**config.mk**
```make
export PLATFORM = sky130hd
export DESIGN_NAME = chain_toggle_sequencer
export DESIGN_NICKNAME = d
export VERILOG_FILES = /design/src/rtl/chain_toggle_sequencer_pkg.sv /design/src/rtl/chain_toggle_sequencer_settle_timer.sv /design/src/rtl/chain_toggle_sequencer.sv
export SDC_FILE = /design/constraint.sdc
export NUM_CORES = 1
export LEC_CHECK = 0
export ABC_AREA = 1
export CAP_MARGIN = 20
export CORE_MARGIN = 5
export CORE_UTILIZATION = 45
export CTS_CLUSTER_DIAMETER = 30
export DETAILED_ROUTE_END_ITERATION = 12
export PLACE_DENSITY = 0.67
export SYNTH_ARGS = -nofsm -noshare
export SYNTH_HDL_FRONTEND = slang
export SYNTH_SLANG_ARGS = --single-unit
```
**constraint.sdc**
```tcl
create_clock -name clk -period 5.1 [get_ports clk]
set_clock_uncertainty 0.05 [all_clocks]
set_input_delay 0.51 -clock clk [delete_from_list [all_inputs] [get_ports clk]]
set_output_delay 0.51 -clock clk [all_outputs]
set_load 0.01 [all_outputs]
```
**src/rtl/chain_toggle_sequencer_pkg.sv**
```systemverilog
// Shared types for the chain toggle sequencer: FSM states, fail codes and the
// helper that gives the chain output level expected for a given drive level.
package chain_seq_pkg;

    typedef enum logic [2:0] {
        IDLE   = 3'd0,
        DRIVE  = 3'd1,
        WAIT   = 3'd2,
        SETTLE = 3'd3,
        DONE   = 3'd4,
        FAIL   = 3'd5
    } state_t;

    typedef enum logic [1:0] {
        FC_NONE    = 2'b00,
        FC_TIMEOUT = 2'b01,
        FC_GLITCH  = 2'b10,
        FC_XZ      = 2'b11
    } fail_code_t;

    // An odd number of inverters flips the level; an even number passes it.
    function automatic logic expected_polarity(input logic drv, input int unsigned num_stages);
        return drv ^ ((num_stages % 2) != 0);
    endfunction

endpackage

```
**src/rtl/chain_toggle_sequencer_settle_timer.sv**
```systemverilog
// Settle timer for the chain toggle sequencer: elapsed-clock counter plus a
// consecutive-match counter, both saturating, cleared once per toggle.
module chain_settle_timer #(
    parameter int CNT_W      = 8,
    parameter int TIMEOUT    = 16,
    parameter int STABLE_CYC = 2
) (
    input  logic             clk,
    input  logic             rst,
    input  logic             clear,
    input  logic             enable,
    input  logic             match,
    output logic             timeout,
    output logic             stable_done,
    output logic [CNT_W-1:0] latency
);

    localparam logic [CNT_W-1:0] TIMEOUT_C = CNT_W'(TIMEOUT);
    localparam logic [CNT_W-1:0] LAT_ADJ   = CNT_W'(STABLE_CYC - 1);
    localparam logic [3:0]       STABLE_C  = 4'(STABLE_CYC);

    logic [CNT_W-1:0] timer;
    logic [CNT_W-1:0] elapsed;
    logic [3:0]       stable;
    logic [3:0]       stable_inc;
    logic [3:0]       stable_nxt;

    // elapsed counts the current cycle, so the first WAIT cycle is clock 1
    always_comb begin
        elapsed     = (timer == '1) ? timer : timer + CNT_W'(1);
        stable_inc  = (stable == 4'hf) ? stable : stable + 4'd1;
        stable_nxt  = match ? stable_inc : 4'd0;
        timeout     = (elapsed >= TIMEOUT_C);
        stable_done = match && (stable_inc >= STABLE_C);
        latency     = elapsed - LAT_ADJ;
    end

    always_ff @(posedge clk) begin
        if (rst || clear) begin
            timer  <= '0;
            stable <= '0;
        end else if (enable) begin
            timer  <= elapsed;
            stable <= stable_nxt;
        end
    end

endmodule

```
**src/rtl/chain_toggle_sequencer.sv**
```systemverilog
// Toggles an inverter chain, waits for a stable response, records latency.
// Optional X/Z detection on chain_out: define CHAIN_TOGGLE_SEQUENCER_XDETECT_EN.
module chain_toggle_sequencer
    import chain_seq_pkg::*;
#(
    parameter int NUM_STAGES  = 5,
    parameter int TIMEOUT     = 16,
    parameter int STABLE_CYC  = 2,
    parameter int NUM_TOGGLES = 8,
    parameter int CNT_W       = 8
) (
    input  logic             clk,
    input  logic             rst,
    input  logic             start,
    input  logic             chain_out,
    output logic             drv,
    output logic             busy,
    output logic             done,
    output logic             fail,
    output logic [1:0]       fail_code,
    output logic [CNT_W-1:0] pass_cnt,
    output logic [CNT_W-1:0] lat_last
);

    localparam logic [CNT_W-1:0] NUM_TOG_C = CNT_W'(NUM_TOGGLES);

    state_t           state_q;
    state_t           state_d;
    logic             drv_q;
    logic             drv_d;
    logic [CNT_W-1:0] pass_q;
    logic [CNT_W-1:0] pass_d;
    logic [CNT_W-1:0] pass_inc;
    logic [CNT_W-1:0] lat_q;
    logic [CNT_W-1:0] lat_d;
    fail_code_t       fc_q;
    fail_code_t       fc_d;

    logic             expected;
    logic             match;
    logic             xz;
    logic             tmr_clear;
    logic             tmr_en;
    logic             timeout;
    logic             stable_done;
    logic [CNT_W-1:0] latency;

    assign expected = expected_polarity(drv_q, NUM_STAGES);
    assign pass_inc = (pass_q == '1) ? pass_q : pass_q + CNT_W'(1);

`ifdef CHAIN_TOGGLE_SEQUENCER_XDETECT_EN
    assign xz = (chain_out !== 1'b0) && (chain_out !== 1'b1);
`else
    assign xz = 1'b0;
`endif

    // Written as an if so an unknown chain_out resolves to a mismatch.
    always_comb begin
        match = 1'b0;
        if (chain_out == expected) begin
            match = 1'b1;
        end
    end

    chain_settle_timer #(
        .CNT_W      (CNT_W),
        .TIMEOUT    (TIMEOUT),
        .STABLE_CYC (STABLE_CYC)
    ) u_timer (
        .clk         (clk),
        .rst         (rst),
        .clear       (tmr_clear),
        .enable      (tmr_en),
        .match       (match),
        .timeout     (timeout),
        .stable_done (stable_done),
        .latency     (latency)
    );

    always_comb begin
        state_d   = state_q;
        drv_d     = drv_q;
        pass_d    = pass_q;
        lat_d     = lat_q;
        fc_d      = fc_q;
        tmr_clear = 1'b0;
        tmr_en    = 1'b0;
        case (state_q)
            IDLE: begin
                if (start) begin
                    state_d = DRIVE;
                    pass_d  = '0;
                end
            end
            DRIVE: begin
                drv_d     = ~drv_q;
                tmr_clear = 1'b1;
                state_d   = WAIT;
            end
            WAIT, SETTLE: begin
                tmr_en = 1'b1;
                // Order sets priority: X/Z, then a completed settle beats timeout.
                if (xz) begin
                    state_d = FAIL;
                    fc_d    = FC_XZ;
                end else if (stable_done) begin
                    lat_d   = latency;
                    pass_d  = pass_inc;
                    state_d = (pass_inc == NUM_TOG_C) ? DONE : DRIVE;
                end else if ((state_q == SETTLE) && !match) begin
                    state_d = FAIL;
                    fc_d    = FC_GLITCH;
                end else if (timeout) begin
                    state_d = FAIL;
                    fc_d    = FC_TIMEOUT;
                end else if (match) begin
                    state_d = SETTLE;
                end
            end
            DONE: begin
                state_d = IDLE;
            end
            FAIL: begin
                state_d = FAIL;
            end
            default: begin
                state_d = IDLE;
            end
        endcase
    end

    always_ff @(posedge clk) begin
        if (rst) begin
            state_q <= IDLE;
            drv_q   <= 1'b0;
            pass_q  <= '0;
            lat_q   <= '0;
            fc_q    <= FC_NONE;
        end else begin
            state_q <= state_d;
            drv_q   <= drv_d;
            pass_q  <= pass_d;
            lat_q   <= lat_d;
            fc_q    <= fc_d;
        end
    end

    assign drv       = drv_q;
    assign busy      = (state_q == DRIVE) || (state_q == WAIT) || (state_q == SETTLE);
    assign done      = (state_q == DONE);
    assign fail      = (state_q == FAIL);
    assign fail_code = fc_q;
    assign pass_cnt  = pass_q;
    assign lat_last  = lat_q;

endmodule

```
## Word level (Yosys, flattened, before mapping)

Index checks and enable logic that the tools add are counted.

- Word-level logic and storage cells: 61
- Register bits after elaboration: 34

- Add/subtract/negate cells: 4
- Reduce and logical (&&, ||, !) cells: 14
- Bitwise operators: 2
- Equal/unequal tests: 13
- Muxes and demuxes: 19
- Magnitude comparators: 2

Operators with widths:

| kind | count |
|---|---|
| 8-bit 2-to-1 mux | 4 |
| 3-bit 2-to-1 mux | 6 |
| 8-bit by 1-bit adder with 8-bit output (second input constant) | 2 |
| 8-bit == test (second input constant) | 2 |
| 8-bit one-hot mux with 2 select lines | 1 |
| 3-bit one-hot mux with 4 select lines | 1 |
| 8-bit by 4-bit == test with 1-bit output (second input constant) | 1 |
| 8-bit by 5-bit greater-or-equal comparator with 1-bit output (second input constant) | 1 |
| 4-bit 2-to-1 mux | 2 |
| 8-bit by 1-bit subtractor with 8-bit output (second input constant) | 1 |
| 3-bit by 2-bit == test with 1-bit output (second input constant) | 2 |
| 3-bit == test (second input constant) | 2 |
| 3-bit AND reduction | 2 |
| 5-bit inequality test (second input constant) | 1 |
| 4-bit by 1-bit adder with 4-bit output (second input constant) | 1 |
| 4-bit == test (second input constant) | 1 |
| 4-bit by 2-bit greater-or-equal comparator with 1-bit output (second input constant) | 1 |
| 2-bit 2-to-1 mux | 2 |
| 2-bit inequality test (second input constant) | 2 |
| 2-bit AND reduction | 2 |
| 2-bit nonzero test | 2 |
| 3-bit by 1-bit == test with 1-bit output (second input constant) | 1 |
| 3-bit zero test | 1 |
| 1-bit logical OR | 3 |
| other kinds (6) | 10 |

## Depth between registers and ports, before layout

Gate-level depths: netlist of run 1.

- Depth in word-level cells: 8
- Mapped depth: 14
- Gate-level depth less buffers: 14

## By module

A second synthesis of run 1 with hierarchy kept.

- Cell total of the unflattened synthesis: 328
- Area, all modules: 2167.1 um2

Modules (own cells, without submodules):

| module | cells an instance | area an instance (um2) | sequential area each (um2) | instances |
|---|---|---|---|---|
| chain_toggle_sequencer | 172 | 1198.6 | 440.4 | 1 |
| chain_settle_timer | 156 | 968.4 | 240.2 | 1 |

## Worst setup path before layout of run 1

No wires, ideal clock.

- Path kind: flip-flop to flip-flop
- From: register u_timer.timer[1]
- To: register lat_q[2], in the netlist lat_last[2]
- Cell stages (with the launch flop): 10
- Arrival: 1946 ps
- Path buffers: 0
- Path slack: 3030 ps
- Cells stage by stage: dfxtp_1 > ha_1 > nand2_2 > nor2_8 > nand2_4 > xor2_1 > inv_1 > ha_1 > or2_2 > a31oi_1

- Cells in the longest elaborated chain, start to end: 3
- Elaborated cells between the ends (all ways): 4
- Those cells by class: add/sub: 2; eq/ne: 1; mux: 1

Ends and longest elaborated chain:

| what | line | source |
|---|---|---|
| start: declaration | chain_toggle_sequencer_settle_timer.sv:22 | `logic [CNT_W-1:0] timer;` |
| start signal: assignment | chain_toggle_sequencer_settle_timer.sv:43 | `timer <= elapsed;` |
| 8-bit by 1-bit adder with 8-bit output or 8-bit == test (tied branches) | chain_toggle_sequencer_settle_timer.sv:30 | `elapsed = (timer == '1) ? timer : timer + CNT_W'(1);` |
| 8-bit 2-to-1 mux * | chain_toggle_sequencer_settle_timer.sv:30 |  |
| 8-bit by 1-bit subtractor with 8-bit output * | chain_toggle_sequencer_settle_timer.sv:35 | `latency = elapsed - LAT_ADJ;` |
| end signal: assignment | chain_toggle_sequencer.sv:143 | `lat_q <= lat_d;` |
| end: declaration | chain_toggle_sequencer.sv:34 | `logic [CNT_W-1:0] lat_q;` |

Every way passes the cells marked *; elsewhere a longest branch is shown, timed or not.
A chain may end at the register's enable or synchronous reset.

## Worst setup path in the final report of run 1

- From: register u_timer.timer[0]
- To: register lat_q[6], in the netlist lat_last[6]

The elaborated chain is that of the path after synthesis.

==> results.toml, run 1 <==
[outcome]
run_status = "completed"

[cells_and_area]
final_cell_area_um2 = 2520
design.final.nets = 360
antenna_cells_inserted = 0
multiInputGateArea_um2 = 1240
syn_to_final_growth_pct = 17.5
final_layout_size_suffix_gt1_frac = 0.0994
layout_filler_cell_count = 453
sequential_cell_area_um2 = 681

[detailed_routing]
total_wire_length_after_detailed_routing_mm = 4.66
drt_first_pass_iters = 5
antenna_violating_nets_post_route = 0
drtIter0Drc = 71
routedWlPerCell_um = 11.5
via_count = 2018
avgViaCountPerCell = 4.97
drcViolationCount = 0

[synthesis]
synthesis.nets = 334
synth-warning-count = 0
synth_compound_area_frac = 0.159
synthesis.area_per_instance_um2 = 6.60
synth.ff_latch_count = 34
synthMuxAreaShare = 0
synth_largest_area_cell = "sky130_fd_sc_hd__dfxtp_1"
post_synth_instance_area_um2 = 2140
synth-simple-area-share = 0.361
synthTopCellsByArea = "sky130_fd_sc_hd__dfxtp_1, sky130_fd_sc_hd__nand2_1, sky130_fd_sc_hd__inv_1"
synth_cell_types = 33
synth_sequential_area_ratio = 0.317
synth_top_area_frac = 0.317
yosys.area_share.xor_xnor = 0.0280
synth_top_family_by_area = "simple AND/OR/NAND/NOR gates"
number_of_cells_produced_by_synthesis = 325
post_synth_fa_ha_maj_area_fraction = 0.0292
synth-main-ff-cell = "sky130_fd_sc_hd__dfxtp_1"
asyncSetResetFlopFracSynth = 0
synth-edff-count = 0

[placement]
routabilityCongestion = 0.813
place.port_buffers = 25
dp_hpwl_mm = 3.59
dpl-instance-area_um2 = 2420

[global_routing]
via_count_of_the_first_global_routing_pass = 1866
grt_start_max_net_pins = 19
grt_first_pass_wirelength_mm = 7.95
global_route_usage_over_all_layers = 0.158
grt.overflow.total = 0
initial_antenna_violation_count = 0

[die]
chipHeight_um = 79.0
die-area_um2 = 6250
die_width_um = 79.0
boundaryPins = 26
placement_rows = 25
core_area_um2 = 4660
starting_density = 0.460

[clock_tree]
clkLatencyLatePin_ns = 0.29
clock_sink_count = 34
post-cts-setup-buffers = 0
h-tree-depth = 2
post_cts.resized_instances = 0
cts.reportedPaths.clkPinSlew_ns = 0.07
cts_hold_repair.buffers = 0
cts_tree = "built"
clock-root-buffer = "sky130_fd_sc_hd__clkbuf_8"
cts_buffers = 5
max-clock-path-buffers = 2

[power]
pwr_density_cell_nw_per_um2 = 485
total_leakage_power_nw = 1.18
power.total_mw = 1.22
irDropWorstVdd_mv = 0.255

[timing]
hold_slack_ns = 0.411
fin_setup_tns_ns = 0
maxSlewViolCount = 0
final-hold-violation-count = 0
relSlewSlack = 0.581
grt_setup_unrepaired = "false"
timing.final.crit_period_ns = 2.30
max_clock_freq_ghz = 0.435
worst-slew-pin-transition_ns = 0.627
period_share = 0.451
setup-violations-final = 0

[critical_path]
setup.worst_path.class = "reg -> reg"
crit_required_ns = 5.24
critical_path.max_stage_delay_ns = 0.43
r2r-start = "u_timer.timer[0]$_SDFFE_PP0N_"
worstPathCellList = "ha_1, nand2_2, nor2_8, nand2_4, xor2_1, inv_1, ha_1, nand2_1, nor2_2, nand2_2, a21oi_1, o21ai_1, nand2_1, inv_1"
type_of_origin_of_the_critical_path = "flip-flop"
setup.worst_path.end_class = "flip-flop"
cp_max_fo = 9
crit_path_top_delay_cell = "sky130_fd_sc_hd__dfxtp_1"
r2r_slack_ns = 2.80
crit_path_start = "u_timer.timer[0]$_SDFFE_PP0N_"
cp_data_arrival_time_ns = 2.44

[hold_path]
worstHoldPathType = "reg -> reg"
holdCritStartpoint = "fail_code[0]$_SDFFE_PP0P_"

[run]
max-cap-violations = 0
-- worst max-delay path, delay by kind of cell, from the launching register on --
| family | cells | cell delay (ns) |
|---|---|---|
| compound gates | 2 | 0.18 |
| xor+xnor | 1 | 0.20 |
| fa+ha+maj | 2 | 0.40 |
| buf+inv | 2 | 0.20 |
| flops | 1 | 0.43 |
| simple gates | 7 | 0.71 |
-- cells in the mapped netlist (2+ instances only) --
library cell / instances
sky130_fd_sc_hd__a21oi_1: 20
sky130_fd_sc_hd__a21oi_4: 2
sky130_fd_sc_hd__a31oi_1: 3
sky130_fd_sc_hd__buf_4: 2
sky130_fd_sc_hd__clkbuf_1: 3
sky130_fd_sc_hd__dfxtp_1: 34
sky130_fd_sc_hd__ha_1: 5
sky130_fd_sc_hd__inv_1: 49
sky130_fd_sc_hd__nand2_1: 72
sky130_fd_sc_hd__nand2_2: 7
sky130_fd_sc_hd__nand2_4: 2
sky130_fd_sc_hd__nand3_1: 25
sky130_fd_sc_hd__nand3b_1: 4
sky130_fd_sc_hd__nand4_1: 2
sky130_fd_sc_hd__nor2_1: 37
sky130_fd_sc_hd__nor2_2: 5
sky130_fd_sc_hd__nor2_4: 4
sky130_fd_sc_hd__o211ai_1: 2
sky130_fd_sc_hd__o21ai_0: 18
sky130_fd_sc_hd__o21ai_1: 12
sky130_fd_sc_hd__o21ai_2: 2
sky130_fd_sc_hd__xnor2_1: 3
sky130_fd_sc_hd__xor2_1: 2
-- cells in the final DEF, fill, tap and decap left out, drive strengths merged --
master / count
and2: 1
o211ai: 2
o21bai: 1
o21ai: 32
clkdlybuf4s50: 25
dfxtp: 34
inv: 50
and3: 1
nand2: 81
xor2: 3
clkinv: 1
a31oi: 3
nor2: 47
nand4: 2
nand3b: 4
clkbuf: 6
xnor2: 3
clkinvlp: 1
nand3: 26
a21oi: 22
ha: 5
or2: 1
nor4: 1
-- sequential cells by signal, summed over array words and instances (netlist names) --
| name | count |
|---|---|
| lat_last | 8 |
| pass_cnt | 8 |
| u_timer.timer | 8 |
| u_timer.stable | 4 |
| state_q | 3 |
| fail_code | 2 |
| drv | 1 |
-- per-stage QoR --
stage | setup slack, ns | cells | util
2_1_floorplan | 3.03 | 325 | -
3_3_place_gp | 2.66 | 398 | 0.520
3_5_place_dp | 2.59 | 398 | 0.520
4_1_cts | 2.82 | 406 | 0.541
5_1_grt | 2.62 | 406 | 0.541
6_report | 2.80 | 406 | 0.541
-- logic make-up after synthesis --
group                      count (synthesis)
and+or+nand+nor                          164
AOI/OAI and AO/OA                         60
buffers and inverters                     56
DFF                                       34
xor gates and xnor gates                   6
adders and majority gates                  5
-- layer usage --
metal,wire length [µm],up-vias,global-route usage
li1,-,1080,-
met1,2080,902,0.180
met2,2380,30,0.282
met3,153,6,0.0363
met4,56,0,0.0687
met5,0,-,0
-- layout make-up --
| cell class | count | share of cell area |
|---|---|---|
| clock inverters | 2 | 0.00497 |
| multi-input cells | 235 | 0.492 |
| inverters | 50 | 0.0745 |
| well taps | 54 | 0.0268 |
| flip-flops and latches | 34 | 0.270 |
| repair buffers | 25 | 0.0993 |
| clock buffers | 6 | 0.0328 |
-- report_power, final --
part           internal, mW  total [mW]  switching (mW)
Sequential            0.328       0.398          0.0705
Combinational         0.238       0.616           0.378
Clock                 0.108       0.207          0.0984
Total                 0.674        1.22           0.547
-- path summary, 6_finish.rpt --
path / end / cells past startpoint
max: lat_last[6]$_SDFFE_PP0P_ / 14
min: fail_code[0]$_SDFFE_PP0P_ / 2
max reg2reg: lat_last[6]$_SDFFE_PP0P_ / 14
min reg2reg: fail_code[0]$_SDFFE_PP0P_ / 2
Note: power is estimated with default switching activity, not from simulation.
==> inputs of run 2 (changes only) <==
--- a/config.mk
+++ b/config.mk
@@ -11,7 +11,7 @@
 export CORE_UTILIZATION = 45
 export CTS_CLUSTER_DIAMETER = 30
 export DETAILED_ROUTE_END_ITERATION = 12
-export PLACE_DENSITY = 0.67
+export PLACE_DENSITY = 0.69
 export SYNTH_ARGS = -nofsm -noshare
 export SYNTH_HDL_FRONTEND = slang
 export SYNTH_SLANG_ARGS = --single-unit
==> constraint.sdc (replaced) <==
create_clock -name clk -period 1.9 [get_ports clk]
set_clock_uncertainty 0.05 [all_clocks]
set_input_delay 0.19 -clock clk [delete_from_list [all_inputs] [get_ports clk]]
set_output_delay 0.19 -clock clk [all_outputs]
set_load 0.01 [all_outputs]
==> results.toml, run 2 (same netlist as run 1, synthesis figures left out) <==
[outcome]
run_status = "completed"

[clock_tree]
cts_tree = "built"
h-tree-depth = 2
max-clock-path-buffers = 2
clock-root-buffer = "sky130_fd_sc_hd__clkbuf_8"
cts_hold_repair.buffers = 0
clkLatencyLatePin_ns = 0.28
cts.reportedPaths.clkPinSlew_ns = 0.07
clock_sink_count = 34
cts_buffers = 5

[critical_path]
timing.reg2reg.worst_path_depth = 12
cp_top_family = "simple AND/OR/NAND/NOR gates"
crit_buf_inv = 2
setup.worst_path.class = "reg -> reg"
cp_max_fo = 6
critical_path.max_stage_delay_ns = 0.36
setup.worst_path.end_class = "flip-flop"
worstPathCellList = "ha_4, nand2_4, nor2_8, buf_4, xor2_2, nand2_2, nor2_4, nand2_2, a21oi_2, o21ai_1, nand2_1, inv_1"
crit_cells = 12
cp_data_arrival_time_ns = 1.96
worst_path_most_repeated_cell = "sky130_fd_sc_hd__nand2_2"
type_of_origin_of_the_critical_path = "flip-flop"
crit_required_ns = 2.04
crit_path_top_delay_cell = "sky130_fd_sc_hd__dfxtp_4"

[cells_and_area]
cell_count_final_fillers_out = 438
layout.cells.most_common_list = "sky130_fd_sc_hd__nand2_1, sky130_fd_sc_hd__inv_1, sky130_fd_sc_hd__nor2_1"
final_layout_size_suffix_gt1_frac = 0.219
layout_filler_cell_count = 448
design.final.nets = 393
multiInputGateArea_um2 = 1370
layout.cells.most_common = "sky130_fd_sc_hd__nand2_1"
antenna_cells_inserted = 0
syn_to_final_growth_pct = 34.2
sequential_cell_area_um2 = 687

[detailed_routing]
drcViolationCount = 0
drtIter0Drc = 101
antenna_violating_nets_post_route = 0
routedWlPerCell_um = 11.8
drt_first_pass_iters = 5
avgViaCountPerCell = 5.00
via_count = 2188
total_wire_length_after_detailed_routing_mm = 5.18

[hold_path]
worstHoldPathType = "reg -> reg"
hold_depth = 2

[power]
internal_power_mw = 2.05
pwr_density_cell_nw_per_um2 = 1270
clock_group_share_of_total_power = 0.136
power_frac_comb = 0.584
switchingPower_mw = 1.60
irDropWorstVdd_mv = 0.705
p_sw_frac = 0.439
total_leakage_power_nw = 1.33
seq_power_share = 0.280
power.total_mw = 3.65

[timing]
max_clock_freq_ghz = 0.549
final-hold-violation-count = 0
setup-violations-final = 0
period_share = 0.959
fin_setup_tns_ns = 0
maxSlewViolCount = 0
relSlewSlack = 0.688
timing.final.crit_period_ns = 1.82
worst-slew-pin-transition_ns = 0.464
grt_setup_unrepaired = "true"

[die]
core_area_um2 = 4660
chipHeight_um = 79.0
die-area_um2 = 6250
die_width_um = 79.0
starting_density = 0.460
placement_rows = 25
boundaryPins = 26

[placement]
place.detailed.instances = 423
dp_hpwl_mm = 3.83
routabilityCongestion = 0.855
place.port_buffers = 25

[run]
max-cap-violations = 0

[global_routing]
grt_first_pass_wirelength_mm = 8.89
grt_util_met1 = 0.194
grt_start_max_net_pins = 18
grt_most_used_layer = "met2"
global_route.usage.met2 = 0.322
initial_antenna_violation_count = 0
global_route_met3_utilization = 0.0374
via_count_of_the_first_global_routing_pass = 2129
global_route_usage_over_all_layers = 0.175
grt.overflow.total = 0
[run 2: changes by cell type in the layout (fill, tap and decap cells not counted), sizes merged]
cell,before,now
buf,0,31
clkinv,1,0
clkbuf,6,7
clkinvlp,1,2
inv,50,49
a21oi,22,23
[run 2: path summary, 6_finish.rpt]
kind                                                     from                        end  slack, ns
worst max-delay path            u_timer.timer[0]$_SDFFE_PP0N_   lat_last[6]$_SDFFE_PP0P_       0.08
worst min-delay path                fail_code[0]$_SDFFE_PP0P_  fail_code[0]$_SDFFE_PP0P_       0.42
worst max register to register  u_timer.timer[0]$_SDFFE_PP0N_   lat_last[6]$_SDFFE_PP0P_       0.08
worst min register to register      fail_code[0]$_SDFFE_PP0P_  fail_code[0]$_SDFFE_PP0P_       0.42
[run 2: per-layer routing]
layer / vias to the layer above / part of all wire
met4: 0 / 0.019
met5: - / 0
li1: 1153 / -
met2: 36 / 0.51
met3: 9 / 0.039
met1: 990 / 0.43
[run 2: tightest hold or removal path, cell delays in order, from the launching register on]
cell	delay, ns
sky130_fd_sc_hd__dfxtp_1	0.32
sky130_fd_sc_hd__nand2_1	0.06
sky130_fd_sc_hd__a21oi_1	0.05
[run 2: cell type report]
type | instances | share of cell area
Clock buffer | 7 | 0.0265
Timing Repair Buffer | 56 | 0.168
Multi-Input combinational cell | 236 | 0.475
Inverter | 50 | 0.0665
Timing Repair inverter | 1 | 0.00261
Tap cell | 54 | 0.0235
Sequential cell | 34 | 0.239
[run 2: through the flow]
step | hold slack [ns] | setup WS, ns | cell area (µm²) | util
floorplan | 0.345 | -0.0627 | 2220 | -
global placement | 0.407 | 0.0364 | 2690 | 0.577
detailed placement | 0.410 | 0.00254 | 2690 | 0.577
CTS | 0.425 | 0.0208 | 2760 | 0.593
global route | 0.440 | -0.0248 | 2880 | 0.618
finish | 0.425 | 0.0774 | 2880 | 0.618
[run 2: power groups by stage]
stage | logic [mW] | registers (mW) | clock network (mW)
floorplan | 1.32 | 1.09 | 0
global placement | 2.01 | 1.03 | 0
detailed placement | 2.05 | 1.03 | 0
CTS | 2.06 | 1.02 | 0.513
global route | 2.38 | 1.05 | 0.546
finish | 2.13 | 1.02 | 0.496
[run 2: repair_timing]
item / in CTS / in global routing
gates cloned: 0 / 2
resized for setup: 0 / 18
setup buffers: 0 / 6
pin swaps: 1 / 13
endpoints found under the hold margin: 0 / 0
endpoints found under the setup margin: 1 / 20
